--- config.mk ---
export PLATFORM = sky130hd
export DESIGN_NAME = fp_align_comp_pipe
export DESIGN_NICKNAME = d
export VERILOG_FILES = /design/src/rtl/fp_align_comp_pipe.sv
export SDC_FILE = /design/constraint.sdc
export NUM_CORES = 1
export LEC_CHECK = 0
export BUFFER_PORTS_ARGS = -buffer_cell sky130_fd_sc_hd__buf_2
export CORE_MARGIN = 2
export CORE_UTILIZATION = 40
export CTS_BUF_LIST = sky130_fd_sc_hd__clkbuf_4 sky130_fd_sc_hd__clkbuf_8 sky130_fd_sc_hd__clkbuf_16
export DETAILED_ROUTE_END_ITERATION = 8
export PLACE_DENSITY = 0.65
export REMOVE_ABC_BUFFERS = 1
export SKIP_LAST_GASP = 1
export SYNTH_ARGS = -nofsm -noshare
export SYNTH_HDL_FRONTEND = slang
export SYNTH_SLANG_ARGS = --single-unit
--- constraint.sdc ---
create_clock -name clk -period 2.35 [get_ports clk]
set_input_delay 0 -clock clk [delete_from_list [all_inputs] [get_ports clk]]
set_output_delay 0 -clock clk [all_outputs]
set_load 0.05 [all_outputs]
--- src/rtl/fp_align_comp_pipe.sv ---
// fp_align_comp_pipe
//   Two-stage pipelined front end for the FP add/sub mantissa datapath.
//   Stage 1 right-shifts the smaller mantissa by the exponent difference and
//   collects a sticky bit from everything shifted out. Stage 2 resolves the
//   effective operation and produces the signed addend for the mantissa adder
//   (plain, two's-complemented or one's-complemented depending on ONES_COMP).
//
// Ports
//   clk, rst            rising-edge clock, asynchronous active-high reset
//   in_valid/in_ready   input handshake (in_ready does not depend on in_valid)
//   sign_A, sign_B      operand signs
//   funct               0 = add, 1 = subtract
//   exp_diff            unsigned right-shift amount for small_mant
//   small_mant          unaligned smaller mantissa (hidden bit included)
//   out_valid/out_ready output handshake
//   eff_sub             effective subtract flag of the output beat
//   twos_mant           aligned, conditionally complemented mantissa, signed
//   sticky              OR of all bits shifted out in stage 1
module fp_align_comp_pipe #(
    parameter int MANT_W    = 6,
    parameter int SHIFT_W   = 3,
    parameter int ONES_COMP = 0
) (
    input  logic              clk,
    input  logic              rst,
    input  logic              in_valid,
    output logic              in_ready,
    input  logic              sign_A,
    input  logic              sign_B,
    input  logic              funct,
    input  logic [SHIFT_W-1:0] exp_diff,
    input  logic [MANT_W-1:0] small_mant,
    output logic              out_valid,
    input  logic              out_ready,
    output logic              eff_sub,
    output logic [MANT_W:0]   twos_mant,
    output logic              sticky
);

    logic              s1_valid;
    logic [MANT_W-1:0] s1_sh;
    logic              s1_st;
    logic              s1_es;
    logic              s2_valid;

    logic              s1_adv;
    logic              s2_adv;

    logic [MANT_W-1:0] sh_val;
    logic [MANT_W-1:0] lost_mask;
    logic              st_val;
    logic              es_val;
    logic [MANT_W:0]   ext;
    logic [MANT_W:0]   addend;

    // A stage may load when it is empty or the stage after it is draining.
    assign s2_adv   = !s2_valid || out_ready;
    assign s1_adv   = !s1_valid || s2_adv;
    assign in_ready = s1_adv;
    assign out_valid = s2_valid;

    // Alignment: a logical shift of MANT_W or more yields zero, and the lost-bit
    // mask then covers the whole mantissa, so sticky becomes |small_mant.
    always_comb begin
        sh_val    = small_mant >> exp_diff;
        lost_mask = ~({MANT_W{1'b1}} << exp_diff);
        st_val    = |(small_mant & lost_mask);
        es_val    = sign_A ^ sign_B ^ funct;
    end

    // Complement step on the zero-extended value; the extra MSB keeps the
    // result an unambiguous signed number (-0 stays 0 in two's mode).
    always_comb begin
        ext = {1'b0, s1_sh};
        if (!s1_es) begin
            addend = ext;
        end else if (ONES_COMP != 0) begin
            addend = ~ext;
        end else begin
            addend = -ext;
        end
    end

    // Pipeline registers; data only loads alongside a valid beat so bubbles
    // leave the previous data untouched.
    always_ff @(posedge clk or posedge rst) begin
        if (rst) begin
            s1_valid  <= 1'b0;
            s1_sh     <= '0;
            s1_st     <= 1'b0;
            s1_es     <= 1'b0;
            s2_valid  <= 1'b0;
            twos_mant <= '0;
            sticky    <= 1'b0;
            eff_sub   <= 1'b0;
        end else begin
            if (s1_adv) begin
                s1_valid <= in_valid;
                if (in_valid) begin
                    s1_sh <= sh_val;
                    s1_st <= st_val;
                    s1_es <= es_val;
                end
            end
            if (s2_adv) begin
                s2_valid <= s1_valid;
                if (s1_valid) begin
                    twos_mant <= addend;
                    sticky    <= s1_st;
                    eff_sub   <= s1_es;
                end
            end
        end
    end

endmodule

Word-level counts from Yosys, hierarchy flattened
Index checks and enable logic that the tools add are counted.

Logic and storage cells: 23. Output and inout port bits: 11. Register bits: 19. Bits of input ports: 16.

Add/subtract/negate cells: 1. Mux-type cells: 1. Reductions and logical operators: 7. Bitwise operators: 4. Shifts and indexed selects: 2.

Operator list (count): $mux W7 (1); $neg A6 Y7 (1); $and A6 B6 Y6 (1); $not A6 Y6 (1); $reduce_or A6 Y1 (1); $shl A6 B3 Y6 const A (1); $shr A6 B3 Y6 (1); $reduce_and A2 Y1 (2); $logic_not A1 Y1 (2); $logic_or A1 B1 Y1 (2); $xor A1 B1 Y1 (2).

Longest topological paths before layout
Gate-level depths: netlist of run 1.

Depth after elaboration: 4. Gate-level depth with buffers: 6. Depth with buffers taken out: 6.

Worst setup path before layout of run 1
No wires, ideal clock.

Kind: reg-to-reg. Start point: register s2_valid (netlist: out_valid). End point: register s1_st. Cell stages (with the launch flop): 4. Buffers on the path: 0. Period minus slack after synthesis: 1.885 ns. Arrival time: 1.764 ns. Setup slack: 0.465 ns. Setup time: 0.121 ns. Required time: 2.229 ns. Path through: dfrtp_1 nand3b_1 and2_1 o22a_1.

Cells in the longest elaborated chain, start to end: 4.

Ends and longest elaborated chain: start: declaration (line 44) `logic s2_valid;`; start signal: assignment (line 106) `s2_valid <= s1_valid;`; $logic_not A1 Y1 (line 57) `assign s2_adv = !s2_valid || out_ready;`; $logic_or A1 B1 Y1 (line 57); $logic_or A1 B1 Y1 (line 58) `assign s1_adv = !s1_valid || s2_adv;`; net in_ready (line 27) `output logic in_ready,`; $reduce_and A2 Y1 (no line); end signal: assignment (line 101) `s1_st <= st_val;`; end: declaration (line 42) `logic s1_st;`.

The timed path passes the listed nets, and every way through them passes these cells. A chain may end at the register's enable or synchronous reset.

Worst setup path in the final report of run 1
Start point: register s2_valid (netlist: out_valid). End point: register s1_sh[5].

Cells in the longest elaborated chain, start to end: 4.

Ends and longest elaborated chain: $logic_not A1 Y1 (line 57); $logic_or A1 B1 Y1 (line 57); $logic_or A1 B1 Y1 (line 58); $reduce_and A2 Y1 (no line); end signal: assignment (line 100) `s1_sh <= sh_val;`; end: declaration (line 41) `logic [MANT_W-1:0] s1_sh;`.

No other way between the ends.

==> results_dict.tcl, run 1 <==
set metrics [dict create \
    status "completed" \
    final.min_clock_period_ns 1.776 \
    grt_max_degree 20 \
    synth-simple-area-share 0.1527 \
    die_area_mm2 0.002959 \
    synthMuxAreaShare 0.09975 \
    slowest_delay_ns 0.58 \
    synth_top_area_cell "dfrtp_1" \
    synth-compound-area-share 0.1700 \
    slew_headroom 0.5375 \
    antenna_found_initial 0 \
    clkTransAtPathRegs_ns 0.10 \
    max_freq_mhz 563.1 \
    grtUsageTotal 0.1500 \
    finalPower_uw 991.3 \
    synth_flop_cell "dfrtp_1" \
    cts_tree "yes" \
    holdWs_ns 0.005203 \
    syn_to_final_growth_pct 21.31 \
    grt_pass1_vias 747 \
    coreArea_mm2 0.002432 \
    tns_ns 0 \
    finClkSkew_ns 0.001459 \
    worst_slack_ns 0.5741 \
    die_width_um 54.40 \
    period_share 0.7557 \
    peakVddDrop_uv 366.4 \
    synth_edf_count 0 \
    synth_top_family_by_area "compound AO/OA/AOI/OAI gates" \
    rsz0062_at_grt "no" \
    htree_levels 1 \
    drcViolationCount 0 \
    nNetsFinal 148 \
    clk_path_buf_depth 2 \
    yosysTopAreaCellShare 0.4680 \
    crit_path_top_delay_cell "dlygate4sd3_1" \
    cts_root_buf "clkbuf_4" \
    netlist_instances 100 \
    grt_pass1_wl_mm 3.160 \
    leakagePower_uw 0.0005862 \
    gp_congestion 0.7862 \
    antenna_left 0 \
    synthArstFlopShare 1.000 \
    yosysMostFrequentCell "dfrtp_1" \
    drv_cap 0 \
    hold_class "primary input to flip-flop" \
    wirelength_mm 1.842 \
    cp-end-kind "flip-flop" \
    overflow 0 \
    ys_top_cells_by_count "dfrtp_1 (19), nand2_1 (17), o21ai_0 (9)" \
    powerDensity_mw_per_mm2 804.3 \
    dp.final_hpwl_mm 1.427 \
    io_buffers 26 \
    worstSetupPathType "flip-flop to flip-flop" \
    n_fill_cell 234 \
    dr.pass1.iters 4 \
    drive_above_1_share 0.2846 \
    timing.critical_path.buf_inv 1 \
    clkSinkCount 19 \
    ys_ff_latch 19 \
    vias_per_cell 5.169 \
    num_antenna_cells 0 \
    io-pin-count 27 \
    synth_cell_type_count 35 \
    worstPathMaxFanout 11 \
    critical-path-top-delay-family "buffers and inverters" \
    die_h_um 54.40 \
    synth_area_mm2 0.001016 \
    first_iter_violations 10 \
    hold_violations 0 \
    worstSkewPairLatency_ns 0.28 \
    start_util 0.4177 \
    finalMaxSlewViolations 0 \
    setup_violations 0 \
    worstPathArrival_ns 2.01 \
    start_kind "flip-flop" \
    yosysWarningCount 0 \
    synth_xor_area_frac 0.05172 \
    synthAdderAreaFrac 0.01232 \
    worstPathRequired_ns 2.58 \
    worst_pin_slew_ns 0.6930 \
    path_cells "nand3b_1 -> nand2_1 -> o31ai_1 -> dlygate4sd3_1" \
    row_count 18 \
    cts_buffers 3 \
    routedWlPerCell_um 11.51 \
    seq_area_frac_synth 0.4680 \
    synth_area_leaders "dfrtp_1 (47%), nand2_1 (6.3%), o21ai_0 (4.4%), mux2i_1 (3.0%), mux4_1 (2.6%)" \
    vias 827 \
    avgSynthCellArea_um2 10.16 \
    dp_slack_ns 0.8156 \
]
timing repair:
action / CTS / global route
resized for setup: 0 / 0
buffers inserted: 0 / 0
hold endpoints to repair: 23 / 0
hold buffers: 5 / 0
placed cells by master (no fill, tap or decap), drive strengths merged:
master,n
o22ai,1
nor2,4
a211o,1
a221oi,1
mux2i,3
and3,1
dlygate4sd3,5
mux4,2
nor3,1
a211oi,1
nor2b,2
or3b,1
nand3,2
o22a,1
nand2,17
and2,1
inv,4
a22o,1
o31ai,3
nand3b,1
clkbuf,4
dfrtp,19
mux2,2
a32o,1
o41ai,2
nand2b,3
buf,26
o21ai,9
ha,1
a21oi,3
a21o,1
xnor2,3
xor2,3
registers in the layout, indices dropped and copies added, names as in the netlist:
| register | count |
|---|---|
| eff_sub | 1 |
| out_valid | 1 |
| s1_es | 1 |
| s1_sh | 6 |
| s1_st | 1 |
| s1_valid | 1 |
| sticky | 1 |
| twos_mant | 7 |
power by group:
group | switching [µW] | internal (µW)
combinational | 273 | 119
sequential | 39.5 | 390
clock | 92.0 | 77.4
cell families (layout without fill, tap and decap cells):
group,after synthesis,after routing
compound gates,25,25
xor+xnor,6,6
fa+ha+maj,1,1
mux,7,7
flops,19,19
buf+inv,9,39
simple gates,33,33
per-stage QoR:
| step | cells | utilization | area, µm² |
|---|---|---|---|
| floorplan | 95 | - | 984.7 |
| global placement | 151 | 0.4738 | 1152 |
| detailed placement | 151 | 0.4738 | 1152 |
| CTS | 160 | 0.5067 | 1232 |
| global route | 160 | 0.5067 | 1232 |
| finish | 160 | 0.5067 | 1232 |
final cells by class:
type                    instances  area [µm²]  share of cell area
flip-flops and latches         19       475.5              0.3858
repair buffers                 31       180.2              0.1462
multi-input cells              72       494.2              0.4010
well taps                      30       37.54             0.03046
clock buffers                   4       30.03             0.02437
inverters                       4       15.01             0.01218
worst paths after layout:
| kind | start | end | slack [ns] | cells past startpoint |
|---|---|---|---|---|
| max in group asynchronous | rst | s1_sh[1]$_DFFE_PP0P_ | 1.56 | 3 |
| setup reg to reg | out_valid$_DFFE_PP0P_ | s1_sh[5]$_DFFE_PP0P_ | 0.57 | 4 |
| hold / removal | sign_B | s1_es$_DFFE_PP0P_ | 0.005 | 3 |
| hold reg to reg | twos_mant[6]$_DFFE_PP0P_ | twos_mant[6]$_DFFE_PP0P_ | 0.48 | 2 |
| min in group asynchronous | rst | eff_sub$_DFFE_PP0P_ | 0.35 | 3 |
| setup / recovery | out_valid$_DFFE_PP0P_ | s1_sh[5]$_DFFE_PP0P_ | 0.57 | 4 |
tightest hold or removal path, delay by kind of cell:
family          cells  cell delay, ns
buf+inv             1            0.08
compound gates      1            0.07
xor+xnor            1            0.11
routing by layer:
metal  GRT usage  wire length, µm
met5           0                0
met4     0.08750               41
met3     0.01639               69
met2      0.2510              888
met1      0.1859              842
(Power assumes the default switching activity.)
==> run 2: changes to the inputs <==
ABC_AREA = 1   (was not set)
PLACE_DENSITY = 0.67   (was 0.65)
clock period = 1.5 ns   (was 2.35 ns; I/O delays follow)
==> results_dict.tcl, run 2 <==
set metrics [dict create \
    powerDensity_mw_per_mm2 1388 \
    yosysTopAreaCellShare 0.4460 \
    status "completed" \
    vias_per_cell 4.863 \
    ys_top_cells_by_count "nand2_1 (56), dfrtp_1 (19), nand3_1 (16)" \
    yosysMostFrequentCell "nand2_1" \
    synth_top_area_cell "dfrtp_1" \
    drcViolationCount 0 \
    finalMaxSlewViolations 0 \
    largest_register_ffs 7 \
    die_width_um 55.63 \
    start_util 0.4264 \
    die_h_um 55.63 \
    rr_startpoint "out_valid$_DFFE_PP0P_" \
    hold_violations 0 \
    yosysWarningCount 0 \
    synth_cell_type_count 19 \
    dr.pass1.iters 4 \
    worstPathMaxFanout 12 \
    ctsResizeCount 0 \
    overflow 0 \
    antenna_left 0 \
    die_area_mm2 0.003094 \
    final.min_clock_period_ns 1.209 \
    grt_max_degree 20 \
    slew_headroom 0.5461 \
    drv_cap 0 \
    wirelength_mm 2.221 \
    fin_cells 211 \
    worstSetupPathType "flip-flop to flip-flop" \
    cp-startpoint "out_valid$_DFFE_PP0P_" \
    hold_start "exp_diff[2]" \
    timing.critical_path.buf_inv 1 \
    setup_violations 0 \
    io-pin-count 27 \
    leakagePower_uw 0.0006977 \
    htree_levels 1 \
    dp.final_hpwl_mm 1.761 \
    rsz0062_at_grt "no" \
    gp_congestion 0.8086 \
    seq_area_frac_synth 0.4460 \
    final_cell_mix "nand2_1 (56), buf_2 (26), dfrtp_1 (19)" \
    synth_edf_count 0 \
    grt_pass1_vias 929 \
    start_kind "flip-flop" \
    finClkSkew_ns 0.005065 \
    syn_to_final_growth_pct 20.54 \
    io_buffers 26 \
    synth_area_leaders "dfrtp_1 (45%), nand2_1 (20%), nand3_1 (7.5%), inv_1 (4.2%), nor2_1 (4.2%)" \
    first_iter_violations 26 \
    clk_path_buf_depth 2 \
    post-cts-setup-buffers 0 \
    crit_path_top_delay_cell "dfrtp_1" \
    synthArstFlopShare 1.000 \
    drive_above_1_share 0.2099 \
    synth_area_mm2 0.001066 \
    n_fill_cell 235 \
    cts_buffers 3 \
    worst_pin_slew_ns 0.6800 \
    antenna_found_initial 0 \
    critPathMostFrequentCell "nand2_1" \
    path_cells "nand2_1 -> nand2_1 -> inv_2 -> nand2_1 -> o21ai_0" \
    routedWlPerCell_um 10.53 \
    hold_buffers 5 \
    coreArea_mm2 0.002500 \
    max_freq_mhz 827.0 \
    vias 1026 \
    slowest_delay_ns 0.41 \
    num_antenna_cells 0 \
    worstPathRequired_ns 1.73 \
    cts_root_buf "clkbuf_4" \
    period_share 0.8061 \
    synth_flop_cell "dfrtp_1" \
    clkSinkCount 19 \
    place_inst 202 \
    row_count 18 \
    critical-path-top-delay-family "flip-flops" \
    netlist_instances 149 \
    fin_util 0.5140 \
    clkTransAtPathRegs_ns 0.11 \
    final_common_cell "nand2_1" \
    cts_tree "yes" \
    top_regs "twos_mant x7, s1_sh x6" \
    cp-end-kind "flip-flop" \
    hold_class "primary input to flip-flop" \
    ys_ff_latch 19 \
    worstPathArrival_ns 1.44 \
    avgSynthCellArea_um2 7.155 \
    nNetsFinal 199 \
    worstSkewPairLatency_ns 0.31 \
    peakVddDrop_uv 765.9 \
    grtUsageTotal 0.1508 \
    regMostFlops "twos_mant" \
    grt_pass1_wl_mm 3.815 \
]
[run 2: cell types whose count changed in the layout (fill, tap and decap cells not counted), sizes merged, moves of 3 or more]
cell,delta
mux2i,-3
nand2b,-3
nand2,+40
inv,+12
a21oi,+3
o31ai,-3
nor2,+10
nand3,+15
[run 2: worst paths after layout]
kind	end	slack, ns	cells past startpoint
setup / recovery	twos_mant[4]$_DFFE_PP0P_	0.29	5
hold / removal	s1_sh[5]$_DFFE_PP0P_	0.03	4
setup reg to reg	twos_mant[4]$_DFFE_PP0P_	0.29	5
hold reg to reg	twos_mant[3]$_DFFE_PP0P_	0.50	2
max in group asynchronous	s1_valid$_DFFE_PP0P_	0.74	3
min in group asynchronous	twos_mant[5]$_DFFE_PP0P_	0.32	3
[run 2: per-layer routing]
layer / GRT usage / share of wire
met5: 0 / 0
met4: 0.07317 / 0.022
met3: 0.01395 / 0.043
met2: 0.2840 / 0.49
met1: 0.1674 / 0.44
[run 2: tightest hold or removal path: stages]
cell	delay, ns
buf_2	0.13
nor2_2	0.05
nand3_1	0.06
o21ai_1	0.06
[run 2: layout make-up]
type | count | area [µm²] | area share
Multi-Input combinational cell | 111 | 504.2 | 0.3924
Sequential cell | 19 | 475.5 | 0.3700
Clock buffer | 3 | 22.52 | 0.01753
Tap cell | 30 | 37.54 | 0.02921
Inverter | 16 | 60.06 | 0.04674
Timing Repair Buffer | 31 | 180.2 | 0.1402
Clock inverter | 1 | 5.005 | 0.003895
[run 2: logic make-up (layout without fill, tap and decap cells)]
kind of cell | after synthesis | in the layout | synth area share
simple gates | 89 | 89 | 0.3509
flops | 19 | 19 | 0.4460
buf+inv | 19 | 51 | 0.08097
compound gates | 18 | 18 | 0.08568
xor+xnor | 3 | 3 | 0.02465
fa+ha+maj | 1 | 1 | 0.01174
[run 2: per-stage QoR]
step                setup WS [ns]  hold slack [ns]  power [µW]  area, µm²  setup TNS, ns
global placement           0.3525           0.1340        1507       1207              0
floorplan                 -0.1364         -0.04887        1316       1040        -0.7972
finish                     0.2909          0.02596        1783       1285              0
CTS                        0.2689          0.02900        1794       1285              0
detailed placement         0.2972           0.1379        1522       1207              0
global route               0.1578          0.04992        1884       1285              0
[run 2: power by group]
group	internal (µW)	total, µW	switching (µW)
Sequential	635	723	87.1
Clock	99.7	267	168
Combinational	204	793	589
==> run 3: changes to the inputs <==
clock period = 1 ns   (was 1.5 ns; I/O delays follow)
==> results_dict.tcl, run 3 (synthesized netlist as in run 2, its figures left out) <==
set metrics [dict create \
    clkSinkCount 19 \
    worstRegToRegCells 6 \
    num_antenna_cells 0 \
    timing.critical_path.buf_inv 1 \
    switching_share 0.4502 \
    setup_violations 4 \
    worst-r2r-setup-slack_ns -0.02 \
    dpl_cell_area_mm2 0.001275 \
    cts_buffers 3 \
    antenna_found_initial 0 \
    syn_to_final_growth_pct 36.50 \
    powerDensity_mw_per_mm2 1995 \
    reg2reg_to "twos_mant[4]$_DFFE_PP0P_" \
    vias 1081 \
    pwr-share-seq 0.368 \
    die_h_um 55.63 \
    grtUsageMet1 0.1853 \
    start_kind "flip-flop" \
    slowest_delay_ns 0.39 \
    internal_power_uw 1596 \
    drive_above_1_share 0.3283 \
    drv_cap 0 \
    pwr-share-clk 0.146 \
    violations "negative setup slack" \
    die_area_mm2 0.003094 \
    grt_max_degree 20 \
    busiest_layer "met2" \
    cts_root_buf "clkbuf_4" \
    worst_slack_ns -0.03580 \
    first_iter_violations 18 \
    hold_violations 0 \
    path_cells "nand3_2 -> buf_6" \
    wirelength_mm 2.412 \
    peakVddDrop_uv 1292 \
    grt_pass1_wl_mm 4.091 \
    worst_pin_slew_ns 0.2489 \
    slew_headroom 0.8352 \
    final_common_cell "nand2_1" \
    n_fill_cell 246 \
    critical-path-top-delay-family "flip-flops" \
    row_count 18 \
    design_area_mm2 0.001455 \
    rsz0062_at_grt "yes" \
    crit_path_top_delay_cell "dfrtp_1" \
    final.min_clock_period_ns 1.036 \
    gp_congestion 0.7940 \
    status "complete, but fails checks" \
    tns_ns -0.06434 \
    finalMaxSlewViolations 0 \
    final_cell_mix "nand2_1 (53), buf_2 (25), dfrtp_1 (19)" \
    worstSkewPairLatency_ns 0.31 \
    grt_pass1_vias 991 \
    worstPathRequired_ns 1.00 \
    dr.pass1.iters 4 \
    vias_per_cell 4.741 \
    met2_usage 0.2993 \
    holdWs_ns 0.01276 \
    top_regs "twos_mant x7, s1_sh x6" \
    drcViolationCount 0 \
    nNetsFinal 216 \
    worstSetupPathType "flip-flop to output port" \
    regMostFlops "twos_mant" \
    die_width_um 55.63 \
    rr_startpoint "s1_sh[0]$_DFFE_PP0P_" \
    routedWlPerCell_um 10.58 \
    max_freq_mhz 965.4 \
    cp-end-kind "output port" \
    hold_depth 4 \
    hold_class "primary input to flip-flop" \
    htree_levels 1 \
    min_to "s1_sh[5]$_DFFE_PP0P_" \
    p_comb_frac 0.487 \
    largest_register_ffs 7 \
    leakagePower_uw 0.0007856 \
    hold_start "exp_diff[2]" \
    dp.final_hpwl_mm 1.787 \
    cts_tree "yes" \
    io-pin-count 27 \
    overflow 0 \
    clkTransAtPathRegs_ns 0.10 \
    grt_use_met3 0.01395 \
    dp_slack_ns -0.09810 \
    clk_path_buf_depth 2 \
    antenna_left 0 \
    coreArea_mm2 0.002500 \
    io_buffers 26 \
    fin_cells 228 \
    p_sw_uw 1307 \
    grtUsageTotal 0.1656 \
    period_share 1.036 \
    start_util 0.4264 \
    worstPathArrival_ns 1.04 \
    place_inst 211 \
    finClkSkew_ns 0.001972 \
    worstPathMaxFanout 4 \
]
==> run 3: stage by stage <==
| stage | power, µW | utilization |
|---|---|---|
| 2_1_floorplan | 1974 | - |
| 3_3_place_gp | 2325 | 0.5100 |
| 3_5_place_dp | 2344 | 0.5100 |
| 4_1_cts | 2897 | 0.5761 |
| 5_1_grt | 3094 | 0.5821 |
| 6_report | 2904 | 0.5821 |
==> run 3: repair_timing <==
item,4_1_cts,5_1_grt
hold buffers,5,0
pin swaps,5,1
resized for setup,15,1
endpoints found under the setup margin,13,19
setup buffers,6,2
cloned,0,0
endpoints found under the hold margin,23,0
==> run 3: worst min-delay path, cell delays in order <==
cell	delay [ns]
buf_2	0.13
nor2_2	0.05
nand3_1	0.05
o21ai_1	0.05
==> run 3: worst max-delay path by stage <==
stage                     slack (ns)  cells past startpoint                       end                   from
after global placement         -0.07                      5  twos_mant[6]$_DFFE_PP0P_   s1_sh[0]$_DFFE_PP0P_
after CTS                      -0.05                      2                  in_ready   s1_valid$_DFFE_PP0P_
after global routing           -0.11                      5  twos_mant[6]$_DFFE_PP0P_   s1_sh[0]$_DFFE_PP0P_
final                          -0.04                      2                  in_ready   s1_valid$_DFFE_PP0P_
after detailed placement        -0.1                      5  twos_mant[6]$_DFFE_PP0P_   s1_sh[0]$_DFFE_PP0P_
after floorplan                -0.64                      5         s1_es$_DFFE_PP0P_  out_valid$_DFFE_PP0P_
==> run 3: layer usage <==
metal  part of all wire  vias up
li1                   -      571
met1               0.44      482
met2               0.50       23
met3              0.031        5
met4              0.026        0
met5                  0        -
==> run 3: area by class of cell <==
cell class	count	area, µm²	share of cell area
clock buffer	4	30.03	0.02064
inverter	16	62.56	0.04299
multi-input combinational	111	535.5	0.3680
sequential	19	475.5	0.3267
tap	30	37.54	0.02580
timing repair buffer	48	314.1	0.2158
==> run 3: power by group through the flow <==
stage,registers [µW],clock network [µW],logic [µW]
2_1_floorplan,1580,0,394
3_3_place_gp,1080,0,1250
3_5_place_dp,1080,0,1260
4_1_cts,1070,433,1390
5_1_grt,1100,468,1520
6_report,1070,423,1410
